[src/rtl/cu_pkg.sv]
// rtl/cu_pkg.sv - shared opcodes, state encoding and datapath select codes for control_unit_ws
package cu_pkg;

    localparam logic [7:0] OP_LDA_IMM = 8'h86;
    localparam logic [7:0] OP_LDA_DIR = 8'h87;
    localparam logic [7:0] OP_LDB_IMM = 8'h88;
    localparam logic [7:0] OP_LDB_DIR = 8'h89;
    localparam logic [7:0] OP_STA_DIR = 8'h96;
    localparam logic [7:0] OP_STB_DIR = 8'h97;
    localparam logic [7:0] OP_ADD_AB  = 8'h42;
    localparam logic [7:0] OP_SUB_AB  = 8'h43;
    localparam logic [7:0] OP_AND_AB  = 8'h44;
    localparam logic [7:0] OP_OR_AB   = 8'h45;
    localparam logic [7:0] OP_INCA    = 8'h46;
    localparam logic [7:0] OP_INCB    = 8'h47;
    localparam logic [7:0] OP_DECA    = 8'h48;
    localparam logic [7:0] OP_DECB    = 8'h49;
    localparam logic [7:0] OP_BRA     = 8'h20;
    localparam logic [7:0] OP_BMI     = 8'h21;
    localparam logic [7:0] OP_BPL     = 8'h22;
    localparam logic [7:0] OP_BEQ     = 8'h23;
    localparam logic [7:0] OP_BNE     = 8'h24;
    localparam logic [7:0] OP_BVS     = 8'h25;
    localparam logic [7:0] OP_BVC     = 8'h26;
    localparam logic [7:0] OP_BCS     = 8'h27;
    localparam logic [7:0] OP_BCC     = 8'h28;

    localparam logic [3:0] S_IDLE = 4'd0;
    localparam logic [3:0] S_F0   = 4'd1;
    localparam logic [3:0] S_F1   = 4'd2;
    localparam logic [3:0] S_F2   = 4'd3;
    localparam logic [3:0] S_D3   = 4'd4;
    localparam logic [3:0] S_E4   = 4'd5;
    localparam logic [3:0] S_E5   = 4'd6;
    localparam logic [3:0] S_E6   = 4'd7;
    localparam logic [3:0] S_E7   = 4'd8;
    localparam logic [3:0] S_HALT = 4'd9;

    typedef enum logic [2:0] {
        CLS_LD_IMM,
        CLS_LD_DIR,
        CLS_ST_DIR,
        CLS_ALU2,
        CLS_ALU1,
        CLS_BRANCH,
        CLS_ILLEGAL
    } iclass_t;

    localparam logic [2:0] ALU_ADD = 3'b000;
    localparam logic [2:0] ALU_SUB = 3'b001;
    localparam logic [2:0] ALU_AND = 3'b010;
    localparam logic [2:0] ALU_OR  = 3'b011;
    localparam logic [2:0] ALU_INC = 3'b100;
    localparam logic [2:0] ALU_DEC = 3'b101;

    localparam logic [1:0] BUS1_PC   = 2'b00;
    localparam logic [1:0] BUS1_A    = 2'b01;
    localparam logic [1:0] BUS1_B    = 2'b10;
    localparam logic [1:0] BUS2_ALU  = 2'b00;
    localparam logic [1:0] BUS2_BUS1 = 2'b01;
    localparam logic [1:0] BUS2_MEM  = 2'b10;

    localparam int CCR_N = 3;
    localparam int CCR_Z = 2;
    localparam int CCR_V = 1;
    localparam int CCR_C = 0;

endpackage

[src/rtl/cu_opcode_decode.sv]
// rtl/cu_opcode_decode.sv - combinational opcode classifier and branch-condition evaluator
module cu_opcode_decode
    import cu_pkg::*;
(
    input  logic [7:0] ir,
    input  logic [3:0] ccr,
    output iclass_t    iclass,
    output logic       tgt_b,
    output logic [2:0] alu_sel,
    output logic       br_taken
);

    always_comb begin
        iclass   = CLS_ILLEGAL;
        tgt_b    = 1'b0;
        alu_sel  = ALU_ADD;
        br_taken = 1'b0;
        case (ir)
            OP_LDA_IMM: iclass = CLS_LD_IMM;
            OP_LDB_IMM: begin iclass = CLS_LD_IMM; tgt_b = 1'b1; end
            OP_LDA_DIR: iclass = CLS_LD_DIR;
            OP_LDB_DIR: begin iclass = CLS_LD_DIR; tgt_b = 1'b1; end
            OP_STA_DIR: iclass = CLS_ST_DIR;
            OP_STB_DIR: begin iclass = CLS_ST_DIR; tgt_b = 1'b1; end
            OP_ADD_AB:  begin iclass = CLS_ALU2; alu_sel = ALU_ADD; end
            OP_SUB_AB:  begin iclass = CLS_ALU2; alu_sel = ALU_SUB; end
            OP_AND_AB:  begin iclass = CLS_ALU2; alu_sel = ALU_AND; end
            OP_OR_AB:   begin iclass = CLS_ALU2; alu_sel = ALU_OR;  end
            OP_INCA:    begin iclass = CLS_ALU1; alu_sel = ALU_INC; end
            OP_INCB:    begin iclass = CLS_ALU1; alu_sel = ALU_INC; tgt_b = 1'b1; end
            OP_DECA:    begin iclass = CLS_ALU1; alu_sel = ALU_DEC; end
            OP_DECB:    begin iclass = CLS_ALU1; alu_sel = ALU_DEC; tgt_b = 1'b1; end
            OP_BRA:     begin iclass = CLS_BRANCH; br_taken = 1'b1; end
            OP_BMI:     begin iclass = CLS_BRANCH; br_taken = ccr[CCR_N]; end
            OP_BPL:     begin iclass = CLS_BRANCH; br_taken = ~ccr[CCR_N]; end
            OP_BEQ:     begin iclass = CLS_BRANCH; br_taken = ccr[CCR_Z]; end
            OP_BNE:     begin iclass = CLS_BRANCH; br_taken = ~ccr[CCR_Z]; end
            OP_BVS:     begin iclass = CLS_BRANCH; br_taken = ccr[CCR_V]; end
            OP_BVC:     begin iclass = CLS_BRANCH; br_taken = ~ccr[CCR_V]; end
            OP_BCS:     begin iclass = CLS_BRANCH; br_taken = ccr[CCR_C]; end
            OP_BCC:     begin iclass = CLS_BRANCH; br_taken = ~ccr[CCR_C]; end
            default:    iclass = CLS_ILLEGAL;
        endcase
    end

endmodule

[src/rtl/control_unit_ws.sv]
// rtl/control_unit_ws.sv - Moore fetch/decode/execute sequencer with memory wait states
module control_unit_ws
    import cu_pkg::*;
#(
    parameter bit WAIT_EN         = 1'b1,
    parameter bit HALT_ON_ILLEGAL = 1'b1
) (
    input  logic       clk,
    input  logic       reset,
    input  logic [7:0] IR,
    input  logic [3:0] CCR_Result,
    input  logic       mem_ready,
    output logic [2:0] ALU_Sel,
    output logic [1:0] Bus1_Sel,
    output logic [1:0] Bus2_Sel,
    output logic       IR_Load,
    output logic       MAR_Load,
    output logic       PC_Load,
    output logic       PC_Inc,
    output logic       A_Load,
    output logic       B_Load,
    output logic       CCR_Load,
    output logic       write,
    output logic       halted
);

    logic [3:0] state_q, state_d;
    iclass_t    cls_q, cls_d;
    logic       tgt_b_q, tgt_b_d;
    logic [2:0] alu_q, alu_d;
    logic       taken_q, taken_d;

    iclass_t    dec_cls;
    logic       dec_tgt_b;
    logic [2:0] dec_alu;
    logic       dec_taken;

    logic       stall;
    logic       rd_state;
    logic       ir_ld, mar_ld, pc_ld, pc_inc, a_ld, b_ld, ccr_ld;
    logic [1:0] tgt_bus1;

    cu_opcode_decode u_decode (
        .ir       (IR),
        .ccr      (CCR_Result),
        .iclass   (dec_cls),
        .tgt_b    (dec_tgt_b),
        .alu_sel  (dec_alu),
        .br_taken (dec_taken)
    );

    assign stall    = WAIT_EN & ~mem_ready;
    assign tgt_bus1 = tgt_b_q ? BUS1_B : BUS1_A;

    // Decode results are captured in D3 so execute states never look at IR or CCR_Result.
    always_comb begin
        state_d = state_q;
        cls_d   = cls_q;
        tgt_b_d = tgt_b_q;
        alu_d   = alu_q;
        taken_d = taken_q;
        case (state_q)
            S_IDLE: state_d = S_F0;
            S_F0:   state_d = S_F1;
            S_F1:   state_d = S_F2;
            S_F2:   if (!stall) state_d = S_D3;
            S_D3: begin
                cls_d   = dec_cls;
                tgt_b_d = dec_tgt_b;
                alu_d   = dec_alu;
                taken_d = dec_taken;
                if (dec_cls == CLS_ILLEGAL)
                    state_d = HALT_ON_ILLEGAL ? S_HALT : S_F0;
                else
                    state_d = S_E4;
            end
            S_E4: begin
                case (cls_q)
                    CLS_LD_IMM, CLS_LD_DIR, CLS_ST_DIR: state_d = S_E5;
                    CLS_BRANCH: state_d = taken_q ? S_E5 : S_F0;
                    default:    state_d = S_F0;
                endcase
            end
            S_E5: begin
                if (cls_q == CLS_BRANCH) begin
                    if (!stall) state_d = S_F0;
                end else begin
                    state_d = S_E6;
                end
            end
            S_E6:   if (!stall) state_d = (cls_q == CLS_LD_IMM) ? S_F0 : S_E7;
            S_E7:   if (!stall) state_d = S_F0;
            S_HALT: state_d = S_HALT;
            default: state_d = S_IDLE;
        endcase
    end

    always_comb begin
        ALU_Sel  = ALU_ADD;
        Bus1_Sel = BUS1_PC;
        Bus2_Sel = BUS2_ALU;
        write    = 1'b0;
        halted   = 1'b0;
        rd_state = 1'b0;
        ir_ld    = 1'b0;
        mar_ld   = 1'b0;
        pc_ld    = 1'b0;
        pc_inc   = 1'b0;
        a_ld     = 1'b0;
        b_ld     = 1'b0;
        ccr_ld   = 1'b0;
        case (state_q)
            S_F0: begin Bus1_Sel = BUS1_PC; Bus2_Sel = BUS2_BUS1; mar_ld = 1'b1; end
            S_F1: pc_inc = 1'b1;
            S_F2: begin Bus2_Sel = BUS2_MEM; ir_ld = 1'b1; rd_state = 1'b1; end
            S_E4: begin
                case (cls_q)
                    CLS_ALU2: begin
                        Bus1_Sel = BUS1_B;
                        ALU_Sel  = alu_q;
                        a_ld     = 1'b1;
                        ccr_ld   = 1'b1;
                    end
                    CLS_ALU1: begin
                        Bus1_Sel = tgt_bus1;
                        ALU_Sel  = alu_q;
                        a_ld     = ~tgt_b_q;
                        b_ld     = tgt_b_q;
                        ccr_ld   = 1'b1;
                    end
                    CLS_BRANCH: begin
                        if (taken_q) begin
                            Bus2_Sel = BUS2_BUS1;
                            mar_ld   = 1'b1;
                        end else begin
                            pc_inc = 1'b1;
                        end
                    end
                    default: begin Bus2_Sel = BUS2_BUS1; mar_ld = 1'b1; end
                endcase
            end
            S_E5: begin
                if (cls_q == CLS_BRANCH) begin
                    Bus2_Sel = BUS2_MEM;
                    pc_ld    = 1'b1;
                    rd_state = 1'b1;
                end else begin
                    pc_inc = 1'b1;
                end
            end
            S_E6: begin
                Bus2_Sel = BUS2_MEM;
                rd_state = 1'b1;
                if (cls_q == CLS_LD_IMM) begin
                    a_ld = ~tgt_b_q;
                    b_ld = tgt_b_q;
                end else begin
                    mar_ld = 1'b1;
                end
            end
            S_E7: begin
                if (cls_q == CLS_ST_DIR) begin
                    Bus1_Sel = tgt_bus1;
                    write    = 1'b1;
                end else begin
                    Bus2_Sel = BUS2_MEM;
                    rd_state = 1'b1;
                    a_ld     = ~tgt_b_q;
                    b_ld     = tgt_b_q;
                end
            end
            S_HALT: halted = 1'b1;
            default: ;
        endcase
    end

    // A read waiting on memory keeps its selects but must not commit anything.
    assign IR_Load  = ir_ld  & ~(rd_state & stall);
    assign MAR_Load = mar_ld & ~(rd_state & stall);
    assign PC_Load  = pc_ld  & ~(rd_state & stall);
    assign PC_Inc   = pc_inc & ~(rd_state & stall);
    assign A_Load   = a_ld   & ~(rd_state & stall);
    assign B_Load   = b_ld   & ~(rd_state & stall);
    assign CCR_Load = ccr_ld & ~(rd_state & stall);

    always_ff @(posedge clk or negedge reset) begin
        if (!reset) begin
            state_q <= S_IDLE;
            cls_q   <= CLS_ILLEGAL;
            tgt_b_q <= 1'b0;
            alu_q   <= ALU_ADD;
            taken_q <= 1'b0;
        end else begin
            state_q <= state_d;
            cls_q   <= cls_d;
            tgt_b_q <= tgt_b_d;
            alu_q   <= alu_d;
            taken_q <= taken_d;
        end
    end

endmodule

[config.mk]
export PLATFORM = sky130hd
export DESIGN_NAME = control_unit_ws
export DESIGN_NICKNAME = d
export VERILOG_FILES = /design/src/rtl/cu_pkg.sv /design/src/rtl/cu_opcode_decode.sv /design/src/rtl/control_unit_ws.sv
export SDC_FILE = /design/constraint.sdc
export NUM_CORES = 1
export LEC_CHECK = 0
export CELL_PAD_IN_SITES_DETAIL_PLACEMENT = 1
export CELL_PAD_IN_SITES_GLOBAL_PLACEMENT = 1
export CORE_MARGIN = 10
export CORE_UTILIZATION = 47
export CTS_BUF_LIST = sky130_fd_sc_hd__clkbuf_8
export CTS_CLUSTER_DIAMETER = 200
export DETAILED_ROUTE_END_ITERATION = 7
export DONT_BUFFER_PORTS = 1
export PLACE_DENSITY_LB_ADDON = 0.1
export SETUP_SLACK_MARGIN = 0.15
export SYNTH_ARGS = -nofsm -noshare
export SYNTH_HDL_FRONTEND = slang
export SYNTH_SLANG_ARGS = --single-unit
[constraint.sdc]
create_clock -name clk -period 2.5 [get_ports clk]
set_clock_uncertainty 0.1 [all_clocks]
set_input_delay 0.125 -clock clk [delete_from_list [all_inputs] [get_ports clk]]
set_output_delay 0.125 -clock clk [all_outputs]
set_load 0.03 [all_outputs]
# After elaboration in Yosys (flattened, before gate mapping)
# Index checks and enable logic that the tools add are counted.
totals:
  wordCells: 125
  input_bits: 15
  ff_bits: 12
  output_inout_bits: 16
classes:
  n_bitwise: 15
  n_eq_ne: 40
  mux: 50
  reduce_logical: 15
op_table:
  columns: ["operator", "count"]
  rows:
  - ["$eq 8x6->1 const B", 9]
  - ["$eq 8x7->1 const B", 8]
  - ["$eq 8x8->1 const B", 6]
  - ["$pmux 4 s10", 1]
  - ["$mux 4", 6]
  - ["$mux 1", 21]
  - ["$pmux 3 s6", 1]
  - ["$eq 4x3->1 const B", 4]
  - ["$pmux 1 s3", 5]
  - ["$pmux 3 s5", 1]
  - ["$reduce_or 2->1", 7]
  - ["$pmux 2 s5", 1]
  - ["$eq 3x3->1 const B", 3]
  - ["$mux 3", 3]
  - ["$pmux 1 s9", 1]
  - ["$reduce_or 9->1", 1]
  - ["$and 1x1->1", 8]
  - ["$eq 4x2->1 const B", 2]
  - ["$eq 4x4->1 const B", 2]
  - ["$mux 2", 4]
  - ["$pmux 2 s2", 2]
  - ["$reduce_or 4->1", 2]
  - ["$not 1->1", 7]
  - ["$eq 3x2->1 const B", 2]
  - ["10 further kinds", 13]

# Logic depth before layout (Yosys ltp)
# Gate-level depths: netlist (run 1).
depth:
  ltp_word: 6
  ltp_mapped: 6
  ltp_nobuf: 4

# By module
# Synthesis (run 1) repeated with hierarchy kept, for this count alone.
unflattened:
  hier_cells: 166
  area_unflattened_um2: 1330.0
by_module_without_submodules:
  columns: ["mod", "cells_per_inst", "instances", "seq_area_each_um2", "area_each_um2"]
  rows:
  - ["control_unit_ws", 117, 1, 302.8, 1019.7]
  - ["cu_opcode_decode", 49, 1, 0.0, 310.3]

# Worst setup path after synthesis (run 1)
# No wires, ideal clock.
synth_timing:
  path_kind: "register to output"
  from: "reg state_q[2]"
  to: "out B_Load"
  arrival_time_ps: 2151
  path_stages_with_launch: 6
  required_ps: 2275
  slack_ps: 124
  cell_sequence: "dfrtp_1 > buf_2 > or4b_2 > o41ai_1 > a22oi_1 > nor3b_1"
synth_via:
  elab_chain_cells: 6
  elab_cells_between_ends: 11
synth_rtl:
  columns: ["item", "line_no", "text"]
  rows:
  - ["start: declaration", "control_unit_ws.sv:27", "logic [3:0] state_q, state_d;"]
  - ["start signal: assignment", "control_unit_ws.sv:194", "state_q <= state_d;"]
  - ["$eq 4x3->1 or $eq 4x2->1 (tied branches)", "control_unit_ws.sv:112", "case (state_q)"]
  - ["$reduce_or 2->1 (no line)", null, null]
  - ["$pmux 1 s3", "control_unit_ws.sv:112", null]
  - ["$and 1x1->1", "control_unit_ws.sv:183", "assign B_Load = b_ld & ~(rd_state & stall);"]
  - ["$not 1->1", "control_unit_ws.sv:183", null]
  - ["$and 1x1->1 (*)", "control_unit_ws.sv:183", null]
  - ["end: declaration", "control_unit_ws.sv:21", "output logic B_Load,"]
# Mark *: on every way between the ends. The rest lies on a longest branch, timed or not.

# Worst setup path after layout (run 1)
layout_timing:
  from: "reg state_q[1]"
  to: "out B_Load"
# The elaborated chain is that of the path after synthesis.

==> key figures, run 1 <==
Min path
  – Worst Hold Class: in -> reg
  – Hold path cells: 2

Pwr
  – Switch Pwr: 0.000745 W
  – Peak supply drop: 0.000732 V
  – Sequential Power Share: 31.6%
  – Pint: 0.000770 W
  – Power Dens Cells: 964 mW/mm²
  – Clock share of power: 12.0%
  – Leak pwr: 0.592 nW
  – Sw Share: 49.2%
  – Combinational share of power: 56.4%

Setup path
  – Worst Setup End Kind: output port
  – CP Max Fanout: 4
  – Worst EP required: 2.28 ns
  – Worst path top cell family by delay: simple AND/OR/NAND/NOR gates
  – Reg2reg path depth: 5
  – Arr. time, crit path: 2.02 ns
  – CP Depth: 5
  – Ordered cell list for the critical path: or4b_2 > o41ai_1 > a22oi_1 > nor3b_2 > buf_4
  – CP Class: reg -> out
  – Crit-path slowest cell: or4b_2
  – Critical Path Start Type: flip-flop
  – CP Buf/Inv Count: 1
  – Critical path's largest stage delay: 0.72 ns

Job
  – Max-Cap Viols: 0

Logic synthesis
  – Area share of fa/ha/maj cells after synthesis: 0%
  – Seq cells post-synth: 12
  – Syn_nets: 198
  – Synth Warn #: 0
  – Xor-xnor portion of the synthesized cell area: 0.635%
  – Syn Inst Count: 183
  – Mapped Area: 0.00138 mm²
  – Synth Area in Simple Gates: 40.8%
  – Post-synthesis mux area share: 0%
  – Netlist cell types: 59
  – Async S/R FF share, synth: 100%
  – Mean Syn Cell Area: 7.54 µm²
  – Sequential share of the synthesized area: 21.9%
  – Post-synth EDFFs: 0
  – Largest family of logic cells by synthesized area: simple AND/OR/NAND/NOR gates
  – Top_reg_cell synth: dfrtp_1
  – Post-synthesis compound-gate area fraction: 30.6%

STA
  – Final critical-path share of the clock period: 89.6%
  – Hold Vio Cnt, Final: 0
  – Hold WS: 0.0184 ns
  – Max-slew violations: 0
  – Slew @ Worst Pin: 0.582 ns
  – Slew HR: 61.1%
  – Setup violators final: 0
  – RSZ-0062 raised after global routing: no
  – Setup TNS: 0 ns
  – Max Clk Rate: 446 MHz
  – Post-route minimum period: 2.24 ns

Final layout
  – Number of nets in the layout: 205
  – Share of layout cells above drive strength 1: 20.1%
  – Fill cells: 341
  – N_diodes: 0
  – Multi-input logic area: 0.00101 mm²
  – Commonest cells after routing, fill and taps aside: nand2_1 (15), buf_4 (15), nor2_1 (11), o21ai_0 (11)
  – Area growth, synth to finish: 13.9%
  – Reg area: 308 µm²

Clock tree
  – Worst skew pair latency: 0.25 ns
  – Num CTS Buffers: 3
  – Clock slew at reported path FFs: 0.06 ns
  – CTS tree: built
  – Clock root cell: clkbuf_8
  – H-tree depth: 1
  – CTS sink count: 12
  – Clock buffer depth: 2

Place
  – DP HPWL: 3.16 mm
  – GPL Wtd Cong: 0.832
  – Number of I/O port buffers: 0

Detailed routing
  – Final ANT Viol Nets: 0
  – Vias: 1,481
  – WL/cell: 19.3 µm
  – DRC errors left: 0
  – Via density: 6.73
  – Drt pass-1 iters: 4
  – WL final: 4.24 mm
  – First-iteration detailed-routing DRC count: 84

Global routing
  – Global route overflow: 0
  – Vias in the first global route: 1,445
  – Largest net degree at the start of global routing: 21
  – First-pass GRT wire length: 7.12 mm
  – Total GRT Usage: 15.7%
  – Antenna violations before repair: 0

Die
  – Full die area: 0.00550 mm²
  – Row cnt: 19
  – Core ar.: 0.00278 mm²
  – Starting density of the core: 49.6%
  – Die Y-Extent: 74.2 µm
  – I/O Pins: 31
  – Die Wd: 74.2 µm

Run status
  – Status: finished, final reports clean
state kept, by name (all words and copies together), names as in the netlist:
register and flops:
alu_q 3, state_q 4, cls_q 3, taken_q 1, tgt_b_q 1
area by class of cell:
cell class | count | share of cell area [%]
multi-input combinational | 150 | 64.3
sequential | 12 | 19.6
timing repair buffer | 20 | 10.0
clock buffer | 3 | 2.63
tap | 31 | 2.47
inverter | 3 | 0.717
clock inverter | 1 | 0.239
timing repair:
action | CTS | global route
setup endpoints to repair | 3 | 3
resized for setup | 2 | 3
endpoints found under the hold margin | 15 | 0
setup buffers | 1 | 3
hold buffers | 4 | 0
pin swaps | 0 | 0
through the flow:
step	utilization [%]	setup slack, ns	cell area (µm²)	instances	total power, W
2_1_floorplan	-	0.172	1390	183	0.00106
3_3_place_gp	52.1	0.406	1450	208	0.00123
3_5_place_dp	52.1	0.305	1450	208	0.00127
4_1_cts	55.5	0.197	1540	217	0.00148
5_1_grt	56.5	0.162	1570	220	0.00164
6_report	56.5	0.259	1570	220	0.00152
cell usage after synthesis, drive strengths merged, types with 3 or more instances:
cell type   n  area share [%]
nor2b       7             3.2
and2        4             1.8
a22oi       4             2.2
nor4b       6             4.7
a21oi       9             3.3
a211oi      3             1.6
nand2b      9             4.1
nor3        5             1.8
dfrtp      10              18
nor2       11             3.0
nor3b       3             1.6
o21ai      12             4.4
or4b        5             3.6
nand2      15             4.1
inv         3            0.82
clkbuf     15             4.1
buf         3             1.1
or4         3             1.6
a31oi       5             2.3
a21o        5             2.7
or3         3             1.7
power groups by stage:
stage	sequential [W]	clock (W)	combinational, W
finish	0.000479	0.000182	0.000855
global route	0.000501	0.000197	0.000946
floorplan	0.000367	0	0.000693
CTS	0.000476	0.000186	0.000818
detailed placement	0.000502	0	0.000767
global placement	0.000491	0	0.000741
worst paths after layout:
path,to,slack [ns],from
worst max-delay path,B_Load,0.26,state_q[1]$_DFFE_PN0P_
worst min-delay path,tgt_b_q$_DFFE_PN0P_,0.02,IR[3]
worst max register to register,tgt_b_q$_DFFE_PN0P_,0.65,state_q[3]$_DFFE_PN0P_
worst min register to register,alu_q[2]$_DFFE_PN0P_,0.38,alu_q[2]$_DFFE_PN0P_
max in group asynchronous,state_q[3]$_DFFE_PN0P_,1.68,reset
min in group asynchronous,alu_q[1]$_DFFE_PN0P_,0.21,reset
layer usage:
layer | routed length [µm] | vias to the layer above | GRT usage [%]
met2 | 1980 | 34 | 23.4
met5 | 0 | - | 0
met1 | 1940 | 728 | 21.4
met4 | 63 | 0 | 5.38
li1 | - | 712 | -
met3 | 253 | 7 | 3.86
kinds of logic after synthesis:
group	count (synthesis)
buffers and inverters	21
flip-flops	12
XOR/XNOR	1
AO/OA/AOI/OAI	61
AND/OR/NAND/NOR	88
Power figures use the tool's default switching activity.
==> run 2: changes to the inputs <==
--- a/config.mk
+++ b/config.mk
@@ -5,6 +5,7 @@
 export SDC_FILE = /design/constraint.sdc
 export NUM_CORES = 1
 export LEC_CHECK = 0
+export ABC_CLOCK_PERIOD_IN_PS = 2500
 export CELL_PAD_IN_SITES_DETAIL_PLACEMENT = 1
 export CELL_PAD_IN_SITES_GLOBAL_PLACEMENT = 1
 export CORE_MARGIN = 10
@@ -14,7 +15,9 @@
 export DETAILED_ROUTE_END_ITERATION = 7
 export DONT_BUFFER_PORTS = 1
 export PLACE_DENSITY_LB_ADDON = 0.1
+export REMOVE_ABC_BUFFERS = 1
 export SETUP_SLACK_MARGIN = 0.15
+export SLEW_MARGIN = 20
 export SYNTH_ARGS = -nofsm -noshare
 export SYNTH_HDL_FRONTEND = slang
 export SYNTH_SLANG_ARGS = --single-unit
==> run 2 against run 1 <==
  * The run now ends with hold timing left
  * Combinational power is 5.8% higher
  * Via count is 0.61% higher
  * First-iteration DRC count is 25% higher
  * Core utilization is 0.54 points lower
  * Register-to-register slack better by 0.03 ns
  * Clock power is 6% lower
  * Setup slack worse by 0.032 ns
==> key figures, run 2 (synthesis gave the netlist of run 1 again) <==
Run status
  – Status: finished, violations left
  – Violated checks: hold timing

Detailed routing
  – WL/cell: 21.1 µm
  – WL final: 4.56 mm
  – Vias: 1,490
  – First-iteration detailed-routing DRC count: 105
  – Drt pass-1 iters: 4
  – DRC errors left: 0
  – Via density: 6.90
  – Final ANT Viol Nets: 0

STA
  – Post-route minimum period: 2.27 ns
  – Final critical-path share of the clock period: 90.9%
  – RSZ-0062 raised after global routing: no
  – Slew @ Worst Pin: 0.552 ns
  – Setup TNS: 0 ns
  – Hold WS: -0.00273 ns
  – Setup violators final: 0
  – Slew HR: 63.1%
  – Hold Vio Cnt, Final: 1
  – Max Clk Rate: 440 MHz
  – Max-slew violations: 0

Min path
  – Hold path cells: 2
  – Worst Hold Class: in -> reg

Place
  – GPL Wtd Cong: 0.856
  – DP HPWL: 3.35 mm
  – Number of I/O port buffers: 0

Global routing
  – Largest net degree at the start of global routing: 21
  – Vias in the first global route: 1,518
  – Antenna violations before repair: 0
  – Total GRT Usage: 17.1%
  – First-pass GRT wire length: 7.78 mm
  – Global route overflow: 0

Pwr
  – Combinational share of power: 59.1%
  – Sw Share: 49.4%
  – Leak pwr: 0.580 nW
  – Sequential Power Share: 29.7%
  – Clock share of power: 11.2%
  – Power consumption: 0.00153 W
  – Power Dens Cells: 984 mW/mm²
  – Pint: 0.000774 W
  – Peak supply drop: 0.000580 V
  – Switch Pwr: 0.000757 W

Clock tree
  – Num CTS Buffers: 3
  – Worst skew pair latency: 0.24 ns
  – H-tree depth: 1
  – CTS tree: built
  – Setup bufs post-CTS: 0
  – Clock buffer depth: 2
  – Clock slew at reported path FFs: 0.05 ns
  – CTS sink count: 12
  – Clock root cell: clkbuf_8

Die
  – Core ar.: 0.00278 mm²
  – I/O Pins: 31
  – Starting density of the core: 49.6%
  – Row cnt: 19
  – Die Y-Extent: 74.2 µm
  – Die Wd: 74.2 µm
  – Full die area: 0.00550 mm²

Final layout
  – Layout Utilization: 56.0%
  – Area growth, synth to finish: 12.8%
  – Number of flip-flops in the largest register: 4
  – Biggest regs: state_q (4), alu_q (3), cls_q (3)
  – Commonest cells after routing, fill and taps aside: nand2_1 (15), buf_4 (15), nor2_1 (10), o21ai_0 (10)
  – N_diodes: 0
  – Register name with the most flops: state_q
  – Share of layout cells above drive strength 1: 20.0%
  – Number of nets in the layout: 202

Setup path
  – CP Max Fanout: 6
  – Worst Setup End Kind: output port
  – Arr. time, crit path: 2.05 ns
  – Critical Path Start Type: flip-flop
  – Worst EP required: 2.28 ns
  – CP Class: reg -> out
  – Reg2reg path depth: 5

Job
  – Max-Cap Viols: 0
-- run 2: path summary, 6_finish.rpt --
check                           slack, ns                      to              startpoint
min in group asynchronous            0.21  state_q[1]$_DFFE_PN0P_                   reset
worst min-delay path               -0.003    alu_q[1]$_DFFE_PN0P_                   IR[1]
worst max-delay path                 0.23                  B_Load  state_q[1]$_DFFE_PN0P_
worst min register to register       0.38    alu_q[1]$_DFFE_PN0P_    alu_q[1]$_DFFE_PN0P_
worst max register to register       0.68     tgt_b_q$_DFFE_PN0P_  state_q[3]$_DFFE_PN0P_
max in group asynchronous            1.70    cls_q[0]$_DFFE_PN0P_                   reset
-- run 2: worst max-delay path, cell delays in order (launching register included) --
cell     delay [ns]
dfrtp_1        0.42
or4b_2         0.74
o41ai_1        0.10
a22oi_1        0.14
nor3b_1        0.21
buf_4          0.20
-- run 2: power by group through the flow --
stage               registers, W  logic (W)  clock network (W)
finish                  0.000455   0.000905           0.000171
global route            0.000478    0.00100           0.000186
CTS                     0.000444   0.000886           0.000175
detailed placement      0.000445   0.000871                  0
global placement        0.000434   0.000836                  0
floorplan               0.000456   0.000552                  0
-- run 2: cell type report --
type / count / area, µm²
clock buffer: 3 / 41.3
inverter: 3 / 11.3
tap: 31 / 38.8
multi-input combinational: 150 / 1030
fill: 349 / 1220
sequential: 12 / 305
timing repair buffer: 17 / 133
-- run 2: repair_timing --
item,in CTS,in global routing
gates resized for setup,1,7
endpoints found under the hold margin,13,0
pin swaps,0,0
setup endpoints to repair,2,3
hold buffers,2,0
-- run 2: stage by stage --
| step | instances | instance area, µm² | hold slack (ns) | worst slack (ns) |
|---|---|---|---|---|
| after detailed placement | 211 | 1470 | -0.270 | 0.391 |
| after CTS | 216 | 1530 | 0.00122 | 0.203 |
| after floorplan | 165 | 1310 | -0.271 | 0.0808 |
| after global placement | 211 | 1470 | -0.270 | 0.479 |
| final | 216 | 1560 | -0.00273 | 0.227 |
| after global routing | 216 | 1560 | 0.00732 | 0.152 |
-- run 2: routing by layer --
| layer | vias to the layer above | global-route usage (%) | wire (µm) |
|---|---|---|---|
| met2 | 45 | 27.4 | 2180 |
| met5 | - | 0 | 0 |
| met1 | 738 | 22.6 | 1990 |
| li1 | 703 | - | - |
| met3 | 4 | 5.72 | 369 |
| met4 | 0 | 1.66 | 15 |
